**src/rtl/sync_evt_hs_arb_pkg.sv**
```systemverilog
// Shared types and helpers for the event handshake arbiter: FSM encoding,
// ID width derivation and the round-robin index wrap.
package sync_evt_hs_arb_pkg;

  typedef enum logic [1:0] {
    ST_IDLE = 2'b00,
    ST_REQ  = 2'b01,
    ST_REL  = 2'b10
  } arb_state_e;

  function automatic int id_width(input int n);
    return (n < 2) ? 1 : $clog2(n);
  endfunction

  localparam int DEF_NUM_REQ = 4;
  localparam int DEF_ID_W    = id_width(DEF_NUM_REQ);

  // Index reached by stepping 'off' places up from 'ptr' in a ring of n.
  function automatic int rr_index(input int ptr, input int off, input int n);
    return (ptr + off >= n) ? (ptr + off - n) : (ptr + off);
  endfunction

endpackage

```
**src/rtl/sync_evt_hs_arb_if.sv**
```systemverilog
// Requester events plus the req/ack/id channel toward the destination domain.
interface sync_evt_hs_arb_if
  import sync_evt_hs_arb_pkg::*;
#(
  parameter int NUM_REQ = DEF_NUM_REQ,
  parameter int ID_W    = DEF_ID_W
);
  logic [NUM_REQ-1:0] evt_pulse;
  logic [NUM_REQ-1:0] evt_pend;
  logic [NUM_REQ-1:0] evt_ovf;
  logic [NUM_REQ-1:0] evt_done;
  logic               req_out;
  logic [ID_W-1:0]    req_id;
  logic               ack_in;
  logic               busy;

  modport slave (
    input  evt_pulse, ack_in,
    output evt_pend, evt_ovf, evt_done, req_out, req_id, busy
  );

  modport master (
    output evt_pulse, ack_in,
    input  evt_pend, evt_ovf, evt_done, req_out, req_id, busy
  );
endinterface

```
**src/rtl/sync_evt_rr_pick.sv**
```systemverilog
// Round-robin picker: first pending bit strictly above ptr, wrapping around.
module sync_evt_rr_pick
  import sync_evt_hs_arb_pkg::*;
#(
  parameter int NUM_REQ = DEF_NUM_REQ,
  parameter int ID_W    = DEF_ID_W
) (
  input  logic [NUM_REQ-1:0] pend,
  input  logic [ID_W-1:0]    ptr,
  output logic [NUM_REQ-1:0] grant,
  output logic [ID_W-1:0]    gid,
  output logic               any
);
  // Walk from the farthest offset down so the nearest pending bit wins last.
  always_comb begin
    grant = '0;
    gid   = '0;
    any   = 1'b0;
    for (int off = NUM_REQ; off >= 1; off--) begin
      if (pend[rr_index(int'(ptr), off, NUM_REQ)]) begin
        grant = '0;
        grant[rr_index(int'(ptr), off, NUM_REQ)] = 1'b1;
        gid   = ID_W'(rr_index(int'(ptr), off, NUM_REQ));
        any   = 1'b1;
      end
    end
  end
endmodule

```
**src/rtl/sync_level2level.sv**
```systemverilog
// Two-flop level synchronizer for a slowly changing asynchronous level.
module sync_level2level (
  input  logic clk,
  input  logic rst_b,
  input  logic d,
  output logic q
);
  logic [1:0] sync_q;
  logic [1:0] sync_d;

  always_comb begin
    sync_d = {sync_q[0], d};
  end

  always_ff @(posedge clk or negedge rst_b) begin
    if (!rst_b) sync_q <= '0;
    else        sync_q <= sync_d;
  end

  assign q = sync_q[1];
endmodule

```
**src/rtl/sync_evt_hs_arb.sv**
```systemverilog
// Shares one 4-phase req/ack crossing between NUM_REQ event sources,
// pending their pulses and granting them round-robin.
module sync_evt_hs_arb
  import sync_evt_hs_arb_pkg::*;
#(
  parameter int NUM_REQ = DEF_NUM_REQ,
  parameter int ID_W    = id_width(NUM_REQ)
) (
  input  logic              clk,
  input  logic              rst_b,
  sync_evt_hs_arb_if.slave  bus
);
  logic               ack_s;
  logic [NUM_REQ-1:0] pick_grant;
  logic [ID_W-1:0]    pick_id;
  logic               pick_any;
  logic [NUM_REQ-1:0] clr;

  arb_state_e         state_q, state_d;
  logic [NUM_REQ-1:0] pend_q, pend_d;
  logic [NUM_REQ-1:0] ovf_q, ovf_d;
  logic [NUM_REQ-1:0] done_q, done_d;
  logic               req_out_q, req_out_d;
  logic [ID_W-1:0]    req_id_q, req_id_d;
  logic [ID_W-1:0]    ptr_q, ptr_d;

  sync_level2level u_ack_sync (
    .clk   (clk),
    .rst_b (rst_b),
    .d     (bus.ack_in),
    .q     (ack_s)
  );

  sync_evt_rr_pick #(.NUM_REQ(NUM_REQ), .ID_W(ID_W)) u_pick (
    .pend  (pend_q),
    .ptr   (ptr_q),
    .grant (pick_grant),
    .gid   (pick_id),
    .any   (pick_any)
  );

  always_comb begin
    state_d   = state_q;
    req_out_d = req_out_q;
    req_id_d  = req_id_q;
    ptr_d     = ptr_q;
    done_d    = '0;
    clr       = '0;
    case (state_q)
      // A stale ack still high from the previous transfer blocks new grants.
      ST_IDLE: if (pick_any && !ack_s) begin
        clr       = pick_grant;
        req_id_d  = pick_id;
        req_out_d = 1'b1;
        ptr_d     = pick_id;
        state_d   = ST_REQ;
      end
      ST_REQ: if (ack_s) begin
        req_out_d = 1'b0;
        done_d    = NUM_REQ'(1) << req_id_q;
        state_d   = ST_REL;
      end
      ST_REL: if (!ack_s) state_d = ST_IDLE;
      default: state_d = ST_IDLE;
    endcase
    // A new pulse on the bit being granted re-pends it.
    pend_d = (pend_q & ~clr) | bus.evt_pulse;
    ovf_d  = bus.evt_pulse & pend_q & ~clr;
  end

  always_ff @(posedge clk or negedge rst_b) begin
    if (!rst_b) begin
      state_q   <= ST_IDLE;
      pend_q    <= '0;
      ovf_q     <= '0;
      done_q    <= '0;
      req_out_q <= 1'b0;
      req_id_q  <= '0;
      ptr_q     <= ID_W'(NUM_REQ - 1);
    end else begin
      state_q   <= state_d;
      pend_q    <= pend_d;
      ovf_q     <= ovf_d;
      done_q    <= done_d;
      req_out_q <= req_out_d;
      req_id_q  <= req_id_d;
      ptr_q     <= ptr_d;
    end
  end

  assign bus.evt_pend = pend_q;
  assign bus.evt_ovf  = ovf_q;
  assign bus.evt_done = done_q;
  assign bus.req_out  = req_out_q;
  assign bus.req_id   = req_id_q;
  assign bus.busy     = (state_q != ST_IDLE);
endmodule
```
**src/flat_wrapper.sv**
```systemverilog
// flat-port wrapper written by rule: the top's interface ports become plain ports
module sync_evt_hs_arb_flat import sync_evt_hs_arb_pkg::*;
#(
  parameter int NUM_REQ = DEF_NUM_REQ,
  parameter int ID_W    = id_width(NUM_REQ)
)
  (clk, rst_b, bus_evt_pulse, bus_ack_in, bus_evt_pend, bus_evt_ovf, bus_evt_done, bus_req_out, bus_req_id, bus_busy);
  sync_evt_hs_arb_if #(.NUM_REQ(NUM_REQ), .ID_W(ID_W)) bus_i ();
  input  logic clk;
  input  logic rst_b;
  input wire logic [$bits(bus_i.evt_pulse)-1:0] bus_evt_pulse;
  input wire logic [$bits(bus_i.ack_in)-1:0] bus_ack_in;
  output wire logic [$bits(bus_i.evt_pend)-1:0] bus_evt_pend;
  output wire logic [$bits(bus_i.evt_ovf)-1:0] bus_evt_ovf;
  output wire logic [$bits(bus_i.evt_done)-1:0] bus_evt_done;
  output wire logic [$bits(bus_i.req_out)-1:0] bus_req_out;
  output wire logic [$bits(bus_i.req_id)-1:0] bus_req_id;
  output wire logic [$bits(bus_i.busy)-1:0] bus_busy;
  assign bus_i.evt_pulse = bus_evt_pulse;
  assign bus_i.ack_in = bus_ack_in;
  assign bus_evt_pend = bus_i.evt_pend;
  assign bus_evt_ovf = bus_i.evt_ovf;
  assign bus_evt_done = bus_i.evt_done;
  assign bus_req_out = bus_i.req_out;
  assign bus_req_id = bus_i.req_id;
  assign bus_busy = bus_i.busy;
  sync_evt_hs_arb #(.NUM_REQ(NUM_REQ), .ID_W(ID_W)) u_core (.clk(clk), .rst_b(rst_b), .bus(bus_i));
endmodule
```
**config.mk**
```make
export PLATFORM = sky130hd
export DESIGN_NAME = sync_evt_hs_arb_flat
export DESIGN_NICKNAME = d
export VERILOG_FILES = /design/src/rtl/sync_evt_hs_arb_pkg.sv /design/src/rtl/sync_evt_hs_arb_if.sv /design/src/rtl/sync_evt_rr_pick.sv /design/src/rtl/sync_level2level.sv /design/src/rtl/sync_evt_hs_arb.sv /design/src/flat_wrapper.sv
export SDC_FILE = /design/constraint.sdc
export NUM_CORES = 1
export LEC_CHECK = 0
export ABC_AREA = 1
export BUFFER_PORTS_ARGS = -buffer_cell sky130_fd_sc_hd__buf_4
export CAP_MARGIN = 0
export CORE_ASPECT_RATIO = 0.7
export CORE_MARGIN = 4
export CORE_UTILIZATION = 35
export DETAILED_ROUTE_END_ITERATION = 10
export PLACE_DENSITY = 0.67
export SKIP_CTS_REPAIR_TIMING = 1
export SYNTH_ARGS = -nofsm -noshare
export SYNTH_HDL_FRONTEND = slang
export SYNTH_SLANG_ARGS = --single-unit
```
**constraint.sdc**
```tcl
create_clock -name clk -period 2.8 [get_ports clk]
set_input_delay 0.14 -clock clk [delete_from_list [all_inputs] [get_ports clk]]
set_output_delay 0.14 -clock clk [all_outputs]
set_load 0.1 [all_outputs]
```
=== Word-level counts from Yosys, hierarchy flattened ===
Index checks and enable logic that the tools add are counted.

* Flip-flop bits (word level): 21
* Input bits: 7
* Output and inout bits: 16
* Logic and storage cells: 98

* Add/subtract/negate cells: 8
* $lt $le $gt $ge: 12
* Equality and inequality tests: 5
* Shift operators: 1
* Multiplexer cells: 47
* Bitwise logic cells: 5
* Reduce and logical (&&, ||, !) cells: 12

{| class="wikitable"
|+ Operators with widths
! kind !! count
|-
| $ge A32 B1 Y1 const B || 4
|-
| $ge A32 B4 Y1 const B || 4
|-
| $lt A32 B4 Y1 const B || 4
|-
| $mux W32 || 4
|-
| $sub A32 B4 Y32 const B || 4
|-
| $mux W4 || 8
|-
| $mux W1 || 18
|-
| $mux W2 || 7
|-
| $and A4 B4 Y4 || 3
|-
| $bmux W1 S2 || 4
|-
| $demux W1 S2 || 4
|-
| $add A2 B2 Y3 const B || 2
|-
| $pmux W2 S3 || 1
|-
| $reduce_and A3 Y1 || 2
|-
| $logic_and A1 B1 Y1 || 5
|-
| $add A2 B3 Y4 const B || 1
|-
| $ne A2 B2 Y1 const B || 2
|-
| $not A4 Y4 || 1
|-
| $or A4 B4 Y4 || 1
|-
| $reduce_bool A2 Y1 || 2
|-
| $shl A1 B2 Y4 const A || 1
|-
| $add A2 B1 Y3 const B || 1
|-
| $eq A2 B1 Y1 const B || 1
|-
| $eq A2 B2 Y1 const B || 1
|-
| 5 further kinds || 5
|}

=== Longest topological paths before layout ===
Gate-level depths: netlist of run 1.

* Depth in word-level cells: 16
* Gate-level depth with buffers: 13
* Gate-level depth less buffers: 13

=== By module ===
A second synthesis of run 1 with hierarchy kept.

* Cells, all modules: 171
* Area total of the unflattened synthesis: 1297.5 um2

{| class="wikitable"
|+ By module, submodules not included
! module !! times used !! cells each !! area each (um2) !! sequential area each (um2)
|-
| sync_evt_hs_arb || 1 || 77 || 754.5 || 478.0
|-
| sync_evt_rr_pick || 1 || 92 || 493.0 || 0.0
|-
| sync_level2level || 1 || 2 || 50.0 || 50.0
|}

=== Worst setup path after synthesis of run 1 ===
Ideal clock, no wire load.

* Kind: register -> register
* Start: reg u_core.pend_q[0] (netlist: u_core.bus.evt_pend[0])
* End: reg u_core.pend_q[0] (netlist: u_core.bus.evt_pend[0])
* Library setup time: 122 ps
* Arrival time: 1950 ps
* Required time: 2678 ps
* Path slack: 728 ps
* Stages on the path, launching flop included: 12
* Buffers on the path: 0
* Period minus slack after synthesis: 2072 ps
* Cells stage by stage: dfrtp_1 -> nand2_1 -> nand3_1 -> nand2_2 -> nand2_2 -> clkinv_1 -> nand2_2 -> nand2_4 -> nor2_2 -> nand2_1 -> nand2_1 -> nand2_1

* Cells in the longest elaborated chain, start to end: 13
* Elaborated cells on any way between the ends: 26
* Those cells by class: mux (22); bitwise (3); reduce/logical (1)

{| class="wikitable"
|+ RTL lines
! item !! line !! RTL
|-
| from (decl) || sync_evt_hs_arb.sv:20 || <nowiki>logic [NUM_REQ-1:0] pend_q, pend_d;</nowiki>
|-
| from (signal assigned) || sync_evt_hs_arb.sv:82 || <nowiki>pend_q <= pend_d;</nowiki>
|-
| $bmux W1 S2 || sync_evt_rr_pick.sv:20 || <nowiki>if (pend[rr_index(int'(ptr), off, NUM_REQ)]) begin</nowiki>
|-
| $mux W1 (implied by the code) (2 in series) || sync_evt_rr_pick.sv:20 ||
|-
| $mux W1 (4 in series) || sync_evt_rr_pick.sv:20 ||
|-
| $logic_and A1 B1 Y1 || sync_evt_hs_arb.sv:51 || <nowiki>ST_IDLE: if (pick_any && !ack_s) begin</nowiki>
|-
| $mux W4 || sync_evt_hs_arb.sv:51 ||
|-
| $mux W4 || sync_evt_hs_arb.sv:49 || <nowiki>case (state_q)</nowiki>
|-
| $not A4 Y4 || sync_evt_hs_arb.sv:67 || <nowiki>pend_d = (pend_q & ~clr) | bus.evt_pulse;</nowiki>
|-
| $and A4 B4 Y4 (*) || sync_evt_hs_arb.sv:67 ||
|-
| $or A4 B4 Y4 (*) || sync_evt_hs_arb.sv:67 ||
|-
| via u_core.pend_d[0] || sync_evt_hs_arb.sv:20 ||
|}

Mark *: on every way through the listed nets, which the timed path passes. The rest lies on a longest branch. The select of a mux whose other input is x is not followed.
A chain may end at the register's enable or synchronous reset.

=== Final worst setup path of run 1 ===
* Start: reg u_core.ptr_q[1]
* End: reg u_core.pend_q[2] (netlist: u_core.bus.evt_pend[2])

* Cells in the longest elaborated chain, start to end: 16
* Elaborated cells on any way between the ends: 62
* Those cells by class: add/sub (8); order compare (12); mux (34); bitwise (3); reduce/logical (5)

{| class="wikitable"
|+ RTL lines
! item !! line !! RTL
|-
| from (decl) || sync_evt_hs_arb.sv:25 || <nowiki>logic [ID_W-1:0] ptr_q, ptr_d;</nowiki>
|-
| from (signal assigned) || sync_evt_hs_arb.sv:79 || <nowiki>ptr_q <= ID_W'(NUM_REQ - 1);</nowiki>
|-
| from (signal assigned) || sync_evt_hs_arb.sv:87 || <nowiki>ptr_q <= ptr_d;</nowiki>
|-
| $add A2 B3 Y4 || sync_evt_hs_arb_pkg.sv:20 || <nowiki>return (ptr + off >= n) ? (ptr + off - n) : (ptr + off);</nowiki>
|-
| $sub A32 B4 Y32 or $ge A32 B4 Y1 (tied branches) || - ||
|-
| $mux W32 || - ||
|-
| $ge A32 B1 Y1 (implied by the code) (tied with other cells) || sync_evt_rr_pick.sv:22 || <nowiki>grant[rr_index(int'(ptr), off, NUM_REQ)] = 1'b1;</nowiki>
|-
| $logic_and A1 B1 Y1 (implied by the code) or $mux W1 (tied branches) || sync_evt_rr_pick.sv:22, sync_evt_rr_pick.sv:20 ||
|-
| $mux W1, on equally long branches || sync_evt_rr_pick.sv:22, sync_evt_rr_pick.sv:20 ||
|-
| $demux W1 S2 or $mux W1 (tied branches) || sync_evt_rr_pick.sv:22, sync_evt_rr_pick.sv:20 ||
|-
| $mux W4 or $mux W1 (tied branches) (3 in series) || sync_evt_rr_pick.sv:20 ||
|-
| $mux W4 or $logic_and A1 B1 Y1 (tied branches) || sync_evt_rr_pick.sv:20, sync_evt_hs_arb.sv:51 ||
|-
| $mux W4 (*) || sync_evt_hs_arb.sv:51 ||
|-
| $mux W4 (*) || sync_evt_hs_arb.sv:49 ||
|-
| $not A4 Y4 (*) || sync_evt_hs_arb.sv:67 ||
|-
| $and A4 B4 Y4 (*) || sync_evt_hs_arb.sv:67 ||
|-
| $or A4 B4 Y4 (*) || sync_evt_hs_arb.sv:67 ||
|-
| via u_core.pend_d[2] || sync_evt_hs_arb.sv:20 ||
|}

Marks and branches as above.

==> results.yml, run 1 <==
run_status:
  status: "finished clean"
routing:
  vias_per_cell: 4.818
  vias: 1084
  drt_first_pass_iters: 4
  drc: 0
  ant_nets: 0
  wl_per_cell_um: 12.74
  wl_um: 2866
  wl_met3_um: 227
  drt_iter0_drc: 86
  wl_met2_um: 1293
  highest_layer: "met4"
  drt-met1-wl_um: 1309
setup_path:
  path_max_fanout: 7
  crit_arrival_ps: 2420
  critPathRequiredTime_ps: 2950
  r2r_start: "u_core.ptr_q[1]"
  start_kind: "flop"
  rr_worst_depth: 13
  criticalPathCategory: "flop to flop"
  end_kind: "flop"
  rr_endpoint: "u_core.bus.evt_pend[2]"
  r2r_slack_ps: 520
sta:
  period_minus_slack_ps: 2276
  setup_viol: 0
  maxSlewViolCount: 0
  clock.fmax_mhz: 439.5
  setup_tns_ps: 0
  period_share_pct: 81.27
  tightest_slew_ps: 280.9
  final_hold_viol_count: 0
  rsz0062_at_grt: "no"
  skew_ps: 1.818
  slew_headroom_pct: 81.10
die:
  die_w_um: 78.46
  die-area_um2: 4497
  start_util_pct: 37.62
  core_area_um2: 3233
  rows: 17
  die_y_um: 57.32
  pin_count: 23
global_routing:
  grt_max_degree: 22
  grt-ovfl-total: 0
  grt_pass1_wl_um: 4733
  grt_pass1_vias: 1033
  antenna_found_initial: 0
  grtUsageTotal_pct: 13.43
clock_tree:
  cts_sinks: 21
  worstSkewPairLatency_ps: 250
  max-clock-path-buffers: 2
  numCtsBuffers: 3
  clk_pin_slew_ps: 70
  clock-root-buffer: "clkbuf_8"
  cts_tree: "done"
  htreeDepth: 1
synthesis:
  synth_nets: 165
  synth_seq_area_share_pct: 43.42
  yosysWarnings: 0
  avgSynthCellArea_um2: 8.108
  synth.distinct_cells: 20
  netlist_area_um2: 1216
  syn_inst: 150
  synth.ff_latch_count: 21
placement:
  portBuffers: 22
  hpwlAfterDp_um: 2270
  gp_congestion: 0.8777
worst_hold_path:
  hp-class: "input port to flop"
  holdPathStages: 3
  hold_start: "bus_evt_pulse[0]"
  holdPathEnd: "u_core.bus.evt_pend[0]"
layout:
  fin_nets: 194
  antenna_cells: 0
  area_growth_pct: 23.77
  drive_gt1_share_pct: 25.84
job:
  max_cap_violations: 0
==> cells in the final DEF (no fill, tap or decap) <==
master	instances
nand2_1	40
buf_4	22
dfrtp_1	19
inv_1	17
nand3_1	10
a21oi_1	9
nor2_1	8
ha_1	8
nor2_2	5
nand4_1	5
nand3_2	4
nor4_1	4
o21ai_1	4
o21ai_0	4
nand2_2	3
nand2_4	3
clkbuf_8	3
inv_2	2
dlygate4sd3_1	2
dfstp_2	2
clkinv_1	1
nor2_4	1
inv_4	1
clkbuf_1	1
==> kinds of logic after synthesis <==
group / after synthesis / share of synthesized area (%)
adder cells (fa/ha/maj): 8 / 8.231
buffers and inverters: 21 / 6.687
AND/OR/NAND/NOR: 83 / 34.67
AO/OA/AOI/OAI: 17 / 6.996
flip-flops: 21 / 43.42
==> worst max-delay path: stages, from the launching register on <==
cell	delay, ps
dfstp_2	610
inv_1	170
ha_1	420
inv_1	110
nand3_1	140
nand2_4	100
nand2_2	70
clkinv_1	60
nand2_2	80
nand2_4	90
nor2_2	140
nand2_1	60
nand2_1	50
nand2_1	50
==> metrics by stage <==
step,hold WS [ps],std cells,instance area (um2),worst slack (ps),util (%)
floorplan,-155.6,150,1216,727.7,-
global placement,31.03,219,1440,622.2,44.54
detailed placement,38.74,219,1440,551.8,44.54
CTS,-240.5,223,1485,531.4,45.94
global route,79.31,225,1505,336.6,46.56
finish,76.84,225,1505,524.4,46.56
==> flip-flops by register name, indices dropped and copies added, names as in the netlist <==
register,flops
u_core.bus.evt_ovf,4
u_core.bus.req_id,2
u_core.bus.req_out,1
u_core.ptr_q,2
u_core.state_q,2
u_core.bus.evt_pend,4
u_core.u_ack_sync.sync_q,2
u_core.bus.evt_done,4
==> final cells by class <==
cell class              count  area (um2)
multi-input cells         108       606.8
flip-flops and latches     21       528.0
repair buffers             24       185.2
fillers                   315        1728
clock buffers               4       45.04
inverters                  21       81.33
well taps                  47       58.81
==> worst max-delay path by stage <==
stage / start / end / slack [ps] / cells past startpoint
finish: u_core.ptr_q[1] / u_core.bus.evt_pend[2] / 520 / 13
global route: u_core.ptr_q[1] / u_core.bus.evt_pend[1] / 340 / 13
floorplan: u_core.bus.evt_pend[0] / u_core.bus.evt_pend[0] / 730 / 11
global placement: u_core.ptr_q[1] / u_core.bus.evt_pend[2] / 620 / 13
CTS: u_core.ptr_q[1] / u_core.bus.evt_pend[1] / 530 / 13
detailed placement: u_core.ptr_q[1] / u_core.bus.evt_pend[1] / 550 / 13
==> cells in the mapped netlist (all sizes together) <==
cell type | number | area [um2]
dfrtp | 19 | 475.5
a21oi | 9 | 45.04
ha | 8 | 100.1
nand2 | 46 | 202.7
nand3 | 14 | 90.09
inv | 20 | 77.58
dfstp | 2 | 52.55
o21ai | 8 | 40.04
clkinv | 1 | 3.750
nor4 | 4 | 25.02
nand4 | 5 | 31.28
nor2 | 14 | 72.57
==> layer usage <==
metal | track usage, % | up-vias
met1 | 18.32 | 491
met5 | 0 | -
met4 | 1.995 | 0
met3 | 4.101 | 6
met2 | 21.59 | 46
li1 | - | 541
Power of run 1 is not shown: default switching activity piles up to over one toggle a cycle in this logic, so the estimate is an artifact.
==> inputs of run 2 (changes only) <==
- PLACE_DENSITY: 0.67 -> 0.69
- clock period: 2.8 -> 1.9 ns (I/O delays scaled with it)
==> results.yml, run 2 (synthesis results as in run 1) <==
sta:
  period_minus_slack_ps: 1799
  setup_viol: 0
  period_share_pct: 94.70
  setup_ws_ps: 100.7
  clock.fmax_mhz: 555.8
  final_hold_viol_count: 0
  skew_ps: 3.961
  maxSlewViolCount: 0
  tightest_slew_ps: 368.1
  slew_headroom_pct: 75.37
  worst_hold_slack_ps: 25.54
layout:
  design_area_um2: 1677
  seq_area_um2: 533.0
  layoutNonFillerInstCount: 235
  layout_commonest_cell: "nand2_1"
  area_growth_pct: 37.86
  antenna_cells: 0
  multiInputGateArea_um2: 691.9
  fin_nets: 204
  drive_gt1_share_pct: 39.36
  final_cell_mix: "nand2_1 (39), buf_4 (32), inv_1 (15), dfrtp_1 (15), nor2_1 (8)"
  fillers: 308
setup_path:
  crit_chain: "inv_2 -> ha_4 -> inv_4 -> nand3_4 -> nand2_4 -> nand2_2 -> inv_2 -> nand2_2 -> nand2_8 -> nor2_4 -> nand2_1 -> nand2_1 -> nand2_1"
  cpPeakStageDelay_ps: 540
  cp_top_family: "simple AND/OR/NAND/NOR gates"
  cpMostUsedCell: "nand2_1"
  crit_slowest_cell: "dfstp_2"
  path_max_fanout: 7
  crit_buf_inv: 3
  critPathRequiredTime_ps: 2060
  end_kind: "flop"
  crit_arrival_ps: 1960
  start_kind: "flop"
  criticalPathCategory: "flop to flop"
clock_tree:
  cts_sinks: 21
  clock-root-buffer: "clkbuf_8"
  clk_pin_slew_ps: 80
  cts_tree: "done"
  max-clock-path-buffers: 2
  htreeDepth: 1
  numCtsBuffers: 3
  worstSkewPairLatency_ps: 260
job:
  max_cap_violations: 0
placement:
  gp_congestion: 0.9052
  preCtsSetupSlack_ps: 41.02
  place_inst: 225
  dpl_cell_area_um2: 1503
  portBuffers: 22
  hpwlAfterDp_um: 2255
die:
  rows: 17
  die_w_um: 78.46
  die-area_um2: 4497
  die_y_um: 57.32
  pin_count: 23
  core_area_um2: 3233
  start_util_pct: 37.62
routing:
  wl_per_cell_um: 12.74
  drt_first_pass_iters: 4
  wl_um: 2995
  vias: 1121
  wl_met3_um: 246
  vias_per_cell: 4.770
  drc: 0
  wl_met2_um: 1411
  ant_nets: 0
  highest_layer: "met4"
  drt_iter0_drc: 34
  drt-met1-wl_um: 1319
global_routing:
  antenna_found_initial: 0
  grt_pass1_wl_um: 4899
  grtUsageTotal_pct: 13.77
  grt-ovfl-total: 0
  grt_pass1_vias: 1064
  grt_max_degree: 22
worst_hold_path:
  hp-class: "input port to flop"
run_status:
  status: "finished clean"
[run 2: cell count changes in the layout (fill, tap and decap cells not counted), sizes merged]
cell	change
clkbuf	-1
inv	+1
buf	+10
[run 2: stage by stage]
step | utilization (%) | setup TNS [ps]
floorplan | - | 0
global placement | 46.48 | 0
detailed placement | 46.48 | 0
CTS | 47.91 | 0
global route | 51.86 | -54.77
finish | 51.86 | 0
[run 2: worst paths after layout]
path,start,to,slack [ps],cells past startpoint
setup / recovery,u_core.ptr_q[0],u_core.bus.evt_pend[0],100,13
hold / removal,bus_evt_pulse[1],u_core.bus.evt_pend[1],30,3
setup reg to reg,u_core.ptr_q[0],u_core.bus.evt_pend[0],100,13
hold reg to reg,u_core.u_ack_sync.sync_q[0],u_core.u_ack_sync.sync_q[1],350,0
max in group asynchronous,rst_b,u_core.ptr_q[1],1390,2
min in group asynchronous,rst_b,u_core.bus.evt_done[0],240,2
[run 2: routing by layer]
layer	up-vias	track usage, %
met4	0	2.993
met1	521	17.84
li1	561	-
met3	2	5.047
met5	-	0
met2	37	22.20
[run 2: final cells by class]
class	count	share of cell area [%]
Timing Repair Buffer	34	15.52
Sequential cell	21	31.79
Inverter	21	5.149
Tap cell	47	3.507
Clock inverter	1	0.2985
Clock buffer	3	2.463
Multi-Input combinational cell	108	41.27
[run 2: worst min-delay path: cells and delay by family]
kind,cells,cell delay (ps)
buffers and inverters,2,110
and+or+nand+nor,1,50
Power of run 2 is left out for the same reason.
==> inputs of run 3 (changes only) <==
- REMOVE_ABC_BUFFERS: default -> 1
==> results.yml, run 3 (synthesis results as in run 1) <==
die:
  pin_count: 23
  die_w_um: 78.46
  rows: 17
  die_y_um: 57.32
  start_util_pct: 37.62
  core_area_um2: 3233
  die-area_um2: 4497
setup_path:
  critPathLaunch: "u_core.ptr_q[1]"
  crit_cells: 11
  path_max_fanout: 6
  cpMostUsedCell: "nand2_1"
  crit_buf_inv: 2
  crit_arrival_ps: 1950
  start_kind: "flop"
  crit_slowest_cell: "dfstp_2"
  rr_endpoint: "u_core.bus.evt_pend[0]"
  cpPeakStageDelay_ps: 550
  r2r_start: "u_core.ptr_q[1]"
  crit_chain: "inv_2 -> ha_4 -> buf_4 -> nand3_2 -> nand2_4 -> nor2_4 -> nand2_1 -> nand3_1 -> nand2_1 -> nand2_1 -> nand2_1"
  end_kind: "flop"
  cp_top_family: "simple AND/OR/NAND/NOR gates"
  r2r_slack_ps: 110
  criticalPathCategory: "flop to flop"
  rr_worst_depth: 11
  critPathRequiredTime_ps: 2060
routing:
  drt_iter0_drc: 52
  vias_per_cell: 4.648
  drc: 0
  vias: 1097
  ant_nets: 0
  wl_um: 2846
  wl_per_cell_um: 12.06
  drt_first_pass_iters: 4
clock_tree:
  cts_tree: "done"
  clk_pin_slew_ps: 80
  clock-root-buffer: "clkbuf_8"
  htreeDepth: 1
  numCtsBuffers: 3
  max-clock-path-buffers: 2
  cts_sinks: 21
  worstSkewPairLatency_ps: 260
placement:
  place_inst: 229
  gp_congestion: 0.9192
  hpwlAfterDp_um: 2152
  portBuffers: 22
  dpl_cell_area_um2: 1515
  preCtsSetupSlack_ps: -13.70
layout:
  fillers: 338
  final_core_util_pct: 50.89
  drive_gt1_share_pct: 33.33
  design_area_um2: 1645
  layoutNonFillerInstCount: 236
  fin_nets: 205
  area_growth_pct: 35.29
  final_cell_mix: "nand2_1 (40), buf_4 (33), dfrtp_1 (19)"
  layout_commonest_cell: "nand2_1"
  antenna_cells: 0
sta:
  maxSlewViolCount: 0
  setup_ws_ps: 110.1
  rsz0062_at_grt: "no"
  slew_headroom_pct: 76.21
  period_minus_slack_ps: 1790
  tightest_slew_ps: 355.6
  period_share_pct: 94.20
  setup_viol: 0
  skew_ps: 2.190
  final_hold_viol_count: 0
  clock.fmax_mhz: 558.7
global_routing:
  grt_max_degree: 22
  grt_pass1_vias: 1018
  grtUsageTotal_pct: 13.62
  grt_pass1_wl_um: 4767
  antenna_found_initial: 0
  grt-ovfl-total: 0
run_status:
  status: "finished clean"
worst_hold_path:
  holdPathEnd: "u_core.bus.evt_pend[3]"
  hold_start: "bus_evt_pulse[3]"
  holdPathStages: 3
  hp-class: "input port to flop"
job:
  max_cap_violations: 0
[run 3: cell count changes in the layout (fill, tap and decap cells not counted), moves of 4 or more]
cell | before | now
a21oi_2 | 5 | 0
dfrtp_1 | 15 | 19
dfrtp_2 | 4 | 0
a21oi_1 | 4 | 9
[run 3: worst register-to-register path, delay by kind of cell, from the launching register on]
family / cells / cell delay [ps]
AND/OR/NAND/NOR: 8 / 710
adder cells (fa/ha/maj): 1 / 240
buffers and inverters: 2 / 190
flip-flops: 1 / 550
[run 3: worst max-delay path by stage]
stage | endpoint
final | u_core.bus.evt_pend[0]
after global routing | u_core.bus.evt_pend[3]
after CTS | u_core.bus.evt_pend[2]
after detailed placement | u_core.bus.evt_pend[2]
after global placement | u_core.bus.evt_pend[2]
after floorplan | u_core.bus.evt_pend[0]
[run 3: per-layer routing]
metal / wire length, um / GRT usage (%) / up-vias / share of wire, %
li1: - / - / 564 / -
met1: 1487 / 19.92 / 507 / 52
met2: 1192 / 20.00 / 23 / 42
met3: 152 / 4.259 / 3 / 5.3
met4: 13 / 2.244 / 0 / 0.46
met5: 0 / 0 / - / 0
[run 3: per-stage QoR]
| stage | hold WS [ps] | setup TNS [ps] |
|---|---|---|
| after global routing | 28.99 | 0 |
| after floorplan | -200.6 | -1322 |
| after global placement | -10.14 | 0 |
| final | 23.25 | 0 |
| after detailed placement | -8.648 | -35.85 |
| after CTS | -296.1 | -199.3 |
[run 3: area by class of cell]
cell class / instances / area, um2 / area share, %
Multi-Input combinational cell: 108 / 663.1 / 40.30
Clock buffer: 3 / 41.29 / 2.510
Timing Repair Buffer: 35 / 267.8 / 16.27
Inverter: 21 / 81.33 / 4.943
Sequential cell: 21 / 528.0 / 32.09
Clock inverter: 1 / 5.005 / 0.3042
Tap cell: 47 / 58.81 / 3.574
Power of run 3 is left out for the same reason.
